<file path="src/rtl/fetch_unit_pkg.sv">
`default_nettype none
// ============================================================================
//  Module     : fetch_unit_pkg
//  Description: Shared types for the instruction-fetch stage: instruction bus
//               request/response, fetch-to-decode payload, FSM states and
//               next-PC select codes.
//  Revision   : 1.0 - initial release
// ============================================================================
package fetch_unit_pkg;

  typedef logic [63:0] u64;
  typedef logic [31:0] u32;

  localparam int ILEN           = 32;
  localparam u64 PCINIT_DEFAULT = 64'h0000_0000_8000_0000;

  // Instruction bus request: held stable from issue until data_ok
  typedef struct packed {
    logic valid;
    u64   addr;
  } ibus_req_t;

  // Instruction bus response
  typedef struct packed {
    logic addr_ok;
    logic data_ok;
    u32   data;
  } ibus_resp_t;

  // Payload handed to decode
  typedef struct packed {
    u64              pc;
    logic [ILEN-1:0] raw_instr;
    logic            valid;
  } fetch_data_t;

  typedef enum logic [1:0] {
    REQ  = 2'd0,
    WAIT = 2'd1,
    HOLD = 2'd2,
    DROP = 2'd3
  } fetch_state_t;

  // Next-PC source selected by the fetch FSM
  typedef enum logic [1:0] {
    PC_KEEP  = 2'd0,
    PC_INC   = 2'd1,
    PC_REDIR = 2'd2,
    PC_SAVED = 2'd3
  } pc_sel_t;

endpackage
`default_nettype wire

</file>
<file path="src/rtl/fetch_unit_pc_gen.sv">
`default_nettype none
// ============================================================================
//  Module     : fetch_unit_pc_gen
//  Description: Owns the fetch PC and the saved redirect target. The next PC
//               is chosen from {hold, pc+4, live redirect, saved target}.
//  Revision   : 1.0 - initial release
// ============================================================================
module fetch_unit_pc_gen
  import fetch_unit_pkg::*;
#(
  parameter u64 PCINIT = PCINIT_DEFAULT
) (
  input  logic    clk,
  input  logic    reset,
  input  pc_sel_t i_sel,
  input  logic    i_save_tgt,
  input  u64      i_redirect_pc,
  output u64      o_pc
);

  u64 r_pc;
  u64 r_target;

  // PC and saved-target registers; +4 wraps naturally at 64 bits
  always_ff @(posedge clk or negedge reset) begin
    if (!reset) begin
      r_pc     <= PCINIT;
      r_target <= '0;
    end else begin
      case (i_sel)
        PC_INC:   r_pc <= r_pc + 64'd4;
        PC_REDIR: r_pc <= i_redirect_pc;
        PC_SAVED: r_pc <= r_target;
        default:  r_pc <= r_pc;
      endcase
      // Latest redirect seen while a stale request drains wins
      if (i_save_tgt) begin
        r_target <= i_redirect_pc;
      end
    end
  end

  assign o_pc = r_pc;

endmodule
`default_nettype wire

</file>
<file path="src/rtl/fetch_unit.sv">
`default_nettype none
// ============================================================================
//  Module     : fetch_unit
//  Description: Instruction-fetch stage. Issues requests on the instruction
//               bus, registers returned instructions for decode, holds them
//               across decode stalls and drops responses made stale by a
//               redirect.
//  Revision   : 1.0 - initial release
// ============================================================================
module fetch_unit
  import fetch_unit_pkg::*;
#(
  parameter u64 PCINIT = PCINIT_DEFAULT
) (
  input  logic        clk,
  input  logic        reset,
  output ibus_req_t   ireq,
  input  ibus_resp_t  iresp,
  input  logic        stallF,
  input  logic        redirect_valid,
  input  u64          redirect_pc,
  output fetch_data_t dataF,
  output logic        busy
);

  fetch_state_t r_state;
  fetch_state_t w_state_nxt;
  fetch_data_t  r_data;
  fetch_data_t  w_data_nxt;
  logic         r_active;
  logic         w_issue;
  pc_sel_t      w_pc_sel;
  logic         w_save_tgt;
  u64           w_pc;
  logic         w_unused_addr_ok;

  // Address acceptance is implied by data_ok; the handshake bit is not needed
  assign w_unused_addr_ok = iresp.addr_ok;

  // r_active keeps the bus idle for the first cycle after reset, so a stale
  // data_ok left over from before reset can never be mistaken for a response.
  assign w_issue = r_active && (r_state != HOLD);

  fetch_unit_pc_gen #(
    .PCINIT(PCINIT)
  ) u_pc_gen (
    .clk          (clk),
    .reset        (reset),
    .i_sel        (w_pc_sel),
    .i_save_tgt   (w_save_tgt),
    .i_redirect_pc(redirect_pc),
    .o_pc         (w_pc)
  );

  // Next-state, next-PC and next-output decision; redirect beats data_ok and stall
  always_comb begin
    w_state_nxt      = r_state;
    w_pc_sel         = PC_KEEP;
    w_save_tgt       = 1'b0;
    w_data_nxt       = r_data;
    w_data_nxt.valid = 1'b0;
    case (r_state)
      REQ, WAIT: begin
        if (!w_issue) begin
          if (redirect_valid) begin
            w_pc_sel = PC_REDIR;
          end
        end else if (redirect_valid) begin
          if (iresp.data_ok) begin
            w_pc_sel    = PC_REDIR;
            w_state_nxt = REQ;
          end else begin
            w_save_tgt  = 1'b1;
            w_state_nxt = DROP;
          end
        end else if (iresp.data_ok) begin
          w_data_nxt.pc        = w_pc;
          w_data_nxt.raw_instr = iresp.data;
          w_data_nxt.valid     = 1'b1;
          if (stallF) begin
            w_state_nxt = HOLD;
          end else begin
            w_pc_sel    = PC_INC;
            w_state_nxt = REQ;
          end
        end else begin
          w_state_nxt = WAIT;
        end
      end
      HOLD: begin
        if (redirect_valid) begin
          w_pc_sel    = PC_REDIR;
          w_state_nxt = REQ;
        end else if (stallF) begin
          w_data_nxt.valid = 1'b1;
        end else begin
          w_pc_sel    = PC_INC;
          w_state_nxt = REQ;
        end
      end
      DROP: begin
        if (iresp.data_ok) begin
          w_pc_sel    = redirect_valid ? PC_REDIR : PC_SAVED;
          w_state_nxt = REQ;
        end else if (redirect_valid) begin
          w_save_tgt = 1'b1;
        end
      end
      default: w_state_nxt = REQ;
    endcase
  end

  // FSM state, bus-enable flag and registered decode payload
  always_ff @(posedge clk or negedge reset) begin
    if (!reset) begin
      r_state  <= REQ;
      r_active <= 1'b0;
      r_data   <= '0;
    end else begin
      r_state  <= w_state_nxt;
      r_active <= 1'b1;
      r_data   <= w_data_nxt;
    end
  end

  // Bus request and status; a redirect squashes the presented instruction at once
  always_comb begin
    ireq.valid  = w_issue;
    ireq.addr   = w_pc;
    busy        = w_issue;
    dataF       = r_data;
    dataF.valid = r_data.valid & ~redirect_valid;
  end

endmodule
`default_nettype wire
</file>
<file path="config.mk">
export PLATFORM = sky130hd
export DESIGN_NAME = fetch_unit
export DESIGN_NICKNAME = d
export VERILOG_FILES = /design/src/rtl/fetch_unit_pkg.sv /design/src/rtl/fetch_unit_pc_gen.sv /design/src/rtl/fetch_unit.sv
export SDC_FILE = /design/constraint.sdc
export NUM_CORES = 1
export LEC_CHECK = 0
export CAP_MARGIN = 10
export CELL_PAD_IN_SITES_DETAIL_PLACEMENT = 1
export CELL_PAD_IN_SITES_GLOBAL_PLACEMENT = 1
export CORE_UTILIZATION = 40
export DETAILED_ROUTE_END_ITERATION = 8
export PLACE_DENSITY_LB_ADDON = 0.25
export SYNTH_ARGS = -nofsm -noshare
export SYNTH_HDL_FRONTEND = slang
export SYNTH_SLANG_ARGS = --single-unit
</file>
<file path="constraint.sdc">
create_clock -name clk -period 2.9 [get_ports clk]
set_clock_uncertainty 0.1 [all_clocks]
set_input_delay 0.58 -clock clk [delete_from_list [all_inputs] [get_ports clk]]
set_output_delay 0.58 -clock clk [all_outputs]
set_load 0.01 [all_outputs]
</file>
==> results of run 1 <==
==> worst max-delay path by stage <==
stage	start	to	slack (ns)	depth (start not counted)
6_report	u_pc_gen.o_pc[3]	u_pc_gen.o_pc[44]	0.24	7
5_1_grt	u_pc_gen.o_pc[3]	u_pc_gen.o_pc[38]	0.06	9
4_1_cts	u_pc_gen.o_pc[3]	u_pc_gen.o_pc[56]	0.21	8
3_5_place_dp	iresp[32]	u_pc_gen.o_pc[60]	-0.05	8
3_3_place_gp	iresp[32]	u_pc_gen.o_pc[60]	-0.02	8
2_1_floorplan	u_pc_gen.o_pc[2]	u_pc_gen.o_pc[44]	0.40	7
==> layout make-up <==
cell class / instances / area [µm²] / share of cell area (%)
Timing Repair Buffer: 341 / 3388 / 22.09
Clock inverter: 5 / 56.30 / 0.3671
Sequential cell: 228 / 5707 / 37.21
Clock buffer: 44 / 829.5 / 5.409
Tap cell: 378 / 473.0 / 3.084
Inverter: 9 / 33.78 / 0.2203
Multi-Input combinational cell: 629 / 4848 / 31.61
==> sequential cells by signal (all words and copies together) (netlist names) <==
signal	flops
dataF	96
r_active	1
r_data	1
r_state	2
u_pc_gen.o_pc	64
u_pc_gen.r_target	64
==> power by group through the flow <==
stage               clock [mW]  combinational (mW)  sequential, mW
floorplan                    0                2.63            5.05
global placement             0                4.47            5.04
detailed placement           0                4.60            5.13
CTS                       3.46                4.63            5.08
global route              3.56                4.94            5.23
finish                    3.37                4.58            5.07
==> what timing repair did <==
item | 4_1_cts | 5_1_grt
gates resized for setup | 0 | 1
hold buffers | 1 | 0
endpoints found under the hold margin | 60 | 0
setup buffers | 0 | 0
endpoints found under the setup margin | 0 | 1
==> worst max-delay path, cell delays in order, from the launching register on <==
cell,delay [ns]
sky130_fd_sc_hd__dfrtp_1,0.45
sky130_fd_sc_hd__ha_1,0.26
sky130_fd_sc_hd__nand3_1,0.23
sky130_fd_sc_hd__nor4_4,0.37
sky130_fd_sc_hd__and3_2,0.27
sky130_fd_sc_hd__and4bb_1,0.27
sky130_fd_sc_hd__xor2_1,0.08
sky130_fd_sc_hd__mux4_1,0.50
==> synthesized netlist by cell type (all sizes together), types with 4 or more instances <==
| cell type | n |
|---|---|
| a21o | 7 |
| nand2b | 10 |
| nand3 | 31 |
| and2 | 8 |
| a21oi | 68 |
| a22oi | 11 |
| o21ai | 25 |
| nor3 | 25 |
| and3 | 17 |
| nand2 | 62 |
| a211oi | 20 |
| a221oi | 7 |
| inv | 9 |
| and4 | 6 |
| a41o | 6 |
| mux2 | 160 |
| nor4 | 11 |
| o211ai | 4 |
| nand4 | 20 |
| nor2 | 41 |
| mux4 | 6 |
| a311oi | 8 |
| dfrtp | 227 |
| buf | 133 |
| xor2 | 4 |
| a31o | 14 |
| xnor2 | 4 |
| a31oi | 14 |
| clkbuf | 17 |
==> cells by family (layout without fill, tap and decap cells) <==
logic type | count (synthesis) | in the layout | synth area share, %
multiplexers | 166 | 166 | 16.85
AO/OA/AOI/OAI | 209 | 209 | 12.09
other | 1 | 1 | 0.03256
adder cells (fa/ha/maj) | 1 | 1 | 0.1086
XOR/XNOR | 8 | 8 | 0.6084
flip-flops | 228 | 228 | 49.55
buffers and inverters | 159 | 399 | 8.703
AND/OR/NAND/NOR | 244 | 244 | 12.05
==> metrics by stage <==
stage	area, µm²	setup TNS [ns]
after floorplan	11520	0
after global placement	14430	-0.01721
after detailed placement	14430	-0.08124
after CTS	15330	0
after global routing	15340	0
final	15340	0
==> routing by layer <==
layer	global-route usage, %	up-vias
met2	39.73	250
met4	5.396	0
li1	-	4085
met3	4.372	40
met5	0	-
met1	31.56	4663
==> impl_results.rst, run 1 <==
.. list-table::
   :header-rows: 1

   * - Metric
     - Value
   * - CP Class
     - reg -> reg
   * - R2R Path End
     - u_pc_gen.o_pc[44]
   * - Required time worst endpoint
     - 3.20 ns
   * - Total I/O pin count
     - 265
   * - Number of sinks handled by clock tree synthesis
     - 228
   * - GRT Total Usage
     - 23.66%
   * - RSZ-0062 raised after global routing
     - false
   * - Iteration-0 DRC Markers
     - roughly 440
   * - Growth of design area from synthesis to finish
     - 33.17%
   * - Hold_sp
     - u_pc_gen.r_target[1]
   * - Pre-CTS setup slack
     - -0.04869 ns
   * - TritonRoute pass-1 iters
     - 5
   * - Most common cell after layout, fill and taps aside
     - sky130_fd_sc_hd__clkdlybuf4s50_1
   * - Root Buffer Master
     - sky130_fd_sc_hd__clkbuf_16
   * - Wire length on met1
     - 15.13 mm
   * - DP Wirelength
     - 24.46 mm
   * - Share of post-route cells with drive strength above 1
     - 26.04%
   * - Syn_area_per_cell
     - 11.33 µm²
   * - Number of enable-type register cells in the synthesized netlist
     - 0
   * - Most frequent cells in the layout
     - 262 x sky130_fd_sc_hd__clkdlybuf4s50_1, 227 x sky130_fd_sc_hd__dfrtp_1, 160 x sky130_fd_sc_hd__mux2_2
   * - Die span in y
     - 171.7 µm
   * - Residual antenna-violating net count after detailed routing
     - 0
   * - Total detailed-routing wirelength
     - 34.42 mm
   * - Clock network fraction of total power
     - 25.9%
   * - Count of distinct cell types in the synthesized netlist
     - 67
   * - Largest net degree at the start of global routing
     - 65
   * - Cells on Worst Hold Path
     - 2
   * - Power per cell area
     - 849.1 nW/µm²
   * - Number of global-route vias before repair
     - 9736
   * - Post-detailed-route DRC marker count
     - 0
   * - Routability congestion estimate from global placement
     - 0.8388
   * - Met3 wire length
     - approximately 2.1 mm
   * - Reg2reg path depth
     - 7
   * - Capture endpoint of the worst hold path
     - u_pc_gen.o_pc[1]
   * - Combinational power share
     - 35.2%
   * - Leading cell types by total area after synthesis
     - sky130_fd_sc_hd__dfrtp_1 49%, sky130_fd_sc_hd__mux2_2 16%, sky130_fd_sc_hd__buf_4 6.4%, sky130_fd_sc_hd__a21oi_1 3.0%, sky130_fd_sc_hd__nand2_1 2.0%
   * - Port bufs
     - 263
   * - Finished Core Util
     - 54.60%
   * - Run status
     - finished clean
   * - Initial core utilization
     - 41.00%
   * - Synth warn
     - 0
   * - Synth Cell Area
     - 11520 µm²
   * - Tot Pwr
     - approximately 13 mW
   * - Share of total power in sequential cells
     - 39.0%
   * - Number of antenna violations at the first check in global routing
     - 0
   * - FILL cells
     - 2987
   * - Part of the cycle the worst path needs
     - roughly 92%
   * - Class of the tightest hold or removal check
     - reg -> reg
   * - Gate count of the mapped netlist
     - 1016
   * - Final Worst Setup Slack
     - 0.2436 ns
   * - Design internal power
     - 8.935 mW
   * - Net load switching power
     - ~4.1 mW
   * - Post-Synthesis Net Count
     - 1119
   * - Row count
     - 61
   * - Final Instance Count excl. Fillers
     - 1634
   * - Via count
     - 9038
   * - Number of setup violations in the final report
     - 0
   * - Wire length of the first global-routing pass
     - between 50 and 60 mm
   * - Crit-path max FO
     - 6
   * - Critical path endpoint category
     - register
   * - Transition time of the tightest slew-check pin
     - 0.5845 ns
   * - Proportion of netlist area held by the largest area contributor
     - 49.33%
   * - Sequential area share after synthesis
     - 49.55%
   * - Leakage component of the power
     - 6.138 nW
   * - Cell count after placement
     - 1584
   * - Diodes inserted
     - 0
   * - TritonCTS clock tree
     - built
   * - Max IR drop VDD
     - 0.4100 mV
   * - Top achievable clock speed
     - 376.5 MHz
   * - Fraction of registers with async set or reset after synthesis
     - 100.0%
   * - Fin. max-slew vios
     - 0
   * - Register-to-register path setup slack
     - 0.24 ns
   * - Nets
     - 1339
   * - Sw frac
     - between 30% and 40%
   * - Clock input transition at the sequential cells of the worst setup and hold paths
     - 0.06 ns
   * - Top cell type by total area after synthesis
     - sky130_fd_sc_hd__dfrtp_1
   * - Critical Path Start Type
     - register
   * - Synth Register Bits
     - roughly 230
   * - CP arrival
     - a little under 3 ns
   * - Commonest register cell after synthesis
     - sky130_fd_sc_hd__dfrtp_1
   * - Number of levels in the clock H-tree
     - 1
   * - Clock latency of the later-clocked register in the worst-skew pair
     - 0.53 ns
   * - Via-per-instance ratio
     - 5.531
   * - R2R Path Start
     - u_pc_gen.o_pc[3]
   * - Met2 wirelength from detailed routing
     - 16.73 mm
   * - Count of final hold-check violations
     - 0
   * - Clock buffer count from CTS
     - 27
   * - DIE AREA
     - about 29000 µm²
   * - Grt total ovfl
     - 0
   * - Count of max-cap constraint violations
     - 0
   * - Minimum hold slack
     - 0.3987 ns
   * - Placeable Area
     - 28090 µm²
   * - Horiz. Die Dim
     - around 170 µm
   * - Final routed wire length divided by cell count
     - 21.07 µm
   * - Worst-case headroom to the max-slew limit
     - 60.73%
   * - Maximum buffer depth of the clock tree
     - 3
   * - Post-layout min period
     - approximately 2.7 ns
   * - Uppermost layer routed
     - met4
Power figures use the tool's default switching activity.
==> inputs of run 2 (changes only) <==
--- a/config.mk
+++ b/config.mk
@@ -5,11 +5,12 @@
 export SDC_FILE = /design/constraint.sdc
 export NUM_CORES = 1
 export LEC_CHECK = 0
-export CAP_MARGIN = 10
+export CAP_MARGIN = 20
 export CELL_PAD_IN_SITES_DETAIL_PLACEMENT = 1
 export CELL_PAD_IN_SITES_GLOBAL_PLACEMENT = 1
-export CORE_UTILIZATION = 40
+export CORE_UTILIZATION = 50
 export DETAILED_ROUTE_END_ITERATION = 8
+export DONT_BUFFER_PORTS = 1
 export PLACE_DENSITY_LB_ADDON = 0.25
 export SYNTH_ARGS = -nofsm -noshare
 export SYNTH_HDL_FRONTEND = slang
==> run 2 against run 1 <==
Against the previous run:
- the run now ends with hold timing left
- worst setup slack worse by 0.070 ns
- total power down 15%
- flip-flop and latch count unchanged
- maximum frequency fell by 2.6%
- largest cell class unchanged
- die area shrank 20%
- combinational power decreased by 52%
- routed wire length fell by 13%
- utilization down 0.68 points
==> impl_results.rst, run 2 (synthesized netlist as in run 1, its figures left out) <==
.. list-table::
   :header-rows: 1

   * - Metric
     - Value
   * - Row count
     - 55
   * - Total detailed-routing wirelength
     - 29.88 mm
   * - Via-per-instance ratio
     - 6.313
   * - Initial core utilization
     - between 50% and 60%
   * - Fin. max-slew vios
     - 0
   * - Largest register FFs
     - 96
   * - Leakage component of the power
     - 4.900 nW
   * - Minimum hold slack
     - -0.3520 ns
   * - Die span in y
     - 153.8 µm
   * - Routability congestion estimate from global placement
     - 0.7982
   * - Diodes inserted
     - 0
   * - Count of final hold-check violations
     - 228
   * - Clock latency of the later-clocked register in the worst-skew pair
     - 0.53 ns
   * - Part of the cycle the worst path needs
     - 94.01%
   * - Uppermost layer routed
     - met4
   * - Number of buffers inserted by post-CTS setup repair
     - 0
   * - Aggregate negative setup slack
     - 0 ns
   * - Total I/O pin count
     - 265
   * - GRT Total Usage
     - 25.68%
   * - Cells along the critical path
     - and4_1 > and3_1 > nand4_1 > nor4_1 > o21ai_0 > a2bb2oi_1
   * - Root Buffer Master
     - sky130_fd_sc_hd__clkbuf_16
   * - Number of antenna violations at the first check in global routing
     - 0
   * - Number of sinks handled by clock tree synthesis
     - 228
   * - Wire length on met1
     - around 13 mm
   * - Top achievable clock speed
     - 366.8 MHz
   * - CP arrival
     - 3.07 ns
   * - DP Wirelength
     - 20.00 mm
   * - Failing checks
     - hold timing
   * - Cell area reported after detailed placement
     - 11340 µm²
   * - Required time worst endpoint
     - 3.24 ns
   * - Class of the tightest hold or removal check
     - in -> async
   * - Crit-path max FO
     - 9
   * - Nets
     - 1042
   * - Transition time of the tightest slew-check pin
     - 0.6588 ns
   * - Critical Path Max Stage Delay
     - 0.63 ns
   * - Count of max-cap constraint violations
     - 0
   * - Worst setup path startpoint
     - u_pc_gen.o_pc[18]
   * - Final routed wire length divided by cell count
     - about 24 µm
   * - R2R Path Start
     - u_pc_gen.o_pc[18]
   * - Share of post-route cells with drive strength above 1
     - 30.41%
   * - Critical path endpoint category
     - register
   * - Final Worst Setup Slack
     - 0.1737 ns
   * - Post-detailed-route DRC marker count
     - 0
   * - Placeable Area
     - 22640 µm²
   * - Iteration-0 DRC Markers
     - 360
   * - Max IR drop VDD
     - 0.5204 mV
   * - Post-route cell area
     - 12210 µm²
   * - Clock input transition at the sequential cells of the worst setup and hold paths
     - 0.06 ns
   * - Maximum buffer depth of the clock tree
     - 3
   * - CTS-repair resized insts
     - 0
   * - Clock buffer count from CTS
     - 26
   * - Tot Pwr
     - ~11 mW
   * - Largest net degree at the start of global routing
     - roughly 230
   * - Via count
     - 7841
   * - RSZ-0062 raised after global routing
     - false
   * - Wire length of the first global-routing pass
     - roughly 48 mm
   * - Worst-case headroom to the max-slew limit
     - between 50% and 60%
   * - Most frequent cells in the layout
     - 227 x sky130_fd_sc_hd__dfrtp_1, 160 x sky130_fd_sc_hd__mux2_2, 67 x sky130_fd_sc_hd__a21oi_1
   * - Number of levels in the clock H-tree
     - 1
   * - Met3 wire length
     - 2.331 mm
   * - CP Class
     - reg -> reg
   * - Most common cell after layout, fill and taps aside
     - sky130_fd_sc_hd__dfrtp_1
   * - Pre-CTS setup slack
     - 0.2452 ns
   * - Power per cell area
     - 910.4 nW/µm²
   * - Growth of design area from synthesis to finish
     - 6.019%
   * - Port bufs
     - 0
   * - Number of global-route vias before repair
     - 8353
   * - Number of setup violations in the final report
     - 0
   * - TritonRoute pass-1 iters
     - 5
   * - Horiz. Die Dim
     - 153.8 µm
   * - Critical Path Start Type
     - register
   * - Grt total ovfl
     - 0
   * - DIE AREA
     - 23640 µm²
   * - Met2 wirelength from detailed routing
     - around 14 mm
   * - Run status
     - finished with violations
   * - Residual antenna-violating net count after detailed routing
     - 0
   * - Critical Path Slowest Stage Cell
     - sky130_fd_sc_hd__nor4_1
   * - TritonCTS clock tree
     - built
   * - Register-to-register path setup slack
     - 0.17 ns
   * - Post-layout min period
     - 2.726 ns
## run 2: final cells by class
type	instances	area (µm²)
Fill cell	2343	10430
Sequential cell	228	5707
Multi-Input combinational cell	629	4842
Clock buffer	37	743.2
Timing Repair Buffer	45	400.4
Tap cell	285	356.6
Clock inverter	9	126.4
Inverter	9	33.78
## run 2: final timing paths
check                      cells past startpoint                   end
hold / removal                                 0             dataF[47]
hold reg to reg                                2     u_pc_gen.o_pc[31]
setup reg to reg                               6     u_pc_gen.o_pc[56]
min in group clk                               1            r_state[0]
max in group asynchronous                      0  u_pc_gen.r_target[7]
setup / recovery                               6     u_pc_gen.o_pc[56]
## run 2: metal layers
layer | vias up | global-route usage (%)
met5 | - | 0
met4 | 0 | 6.000
met3 | 44 | 6.905
met2 | 254 | 41.43
met1 | 4070 | 34.55
li1 | 3473 | -
## run 2: power breakdown
group          internal [mW]  leakage [nW]  total [mW]  switching [mW]
clock network           2.04         0.425        3.35            1.31
logic                   1.16          1.83        2.21            1.05
registers               4.24          2.64        5.55            1.32
total                   7.44          4.90        11.1            3.68
## run 2: worst max-delay path: cells and delay by family (launching register included)
| kind | cells | cell delay, ns |
|---|---|---|
| simple gates | 4 | 1.59 |
| compound gates | 2 | 0.40 |
| flops | 1 | 0.55 |
## run 2: per-stage QoR
stage / cells / utilization [%]
floorplan: 1016 / -
global placement: 1196 / 50.09
detailed placement: 1196 / 50.09
CTS: 1242 / 53.93
global route: 1242 / 53.93
finish: 1242 / 53.93
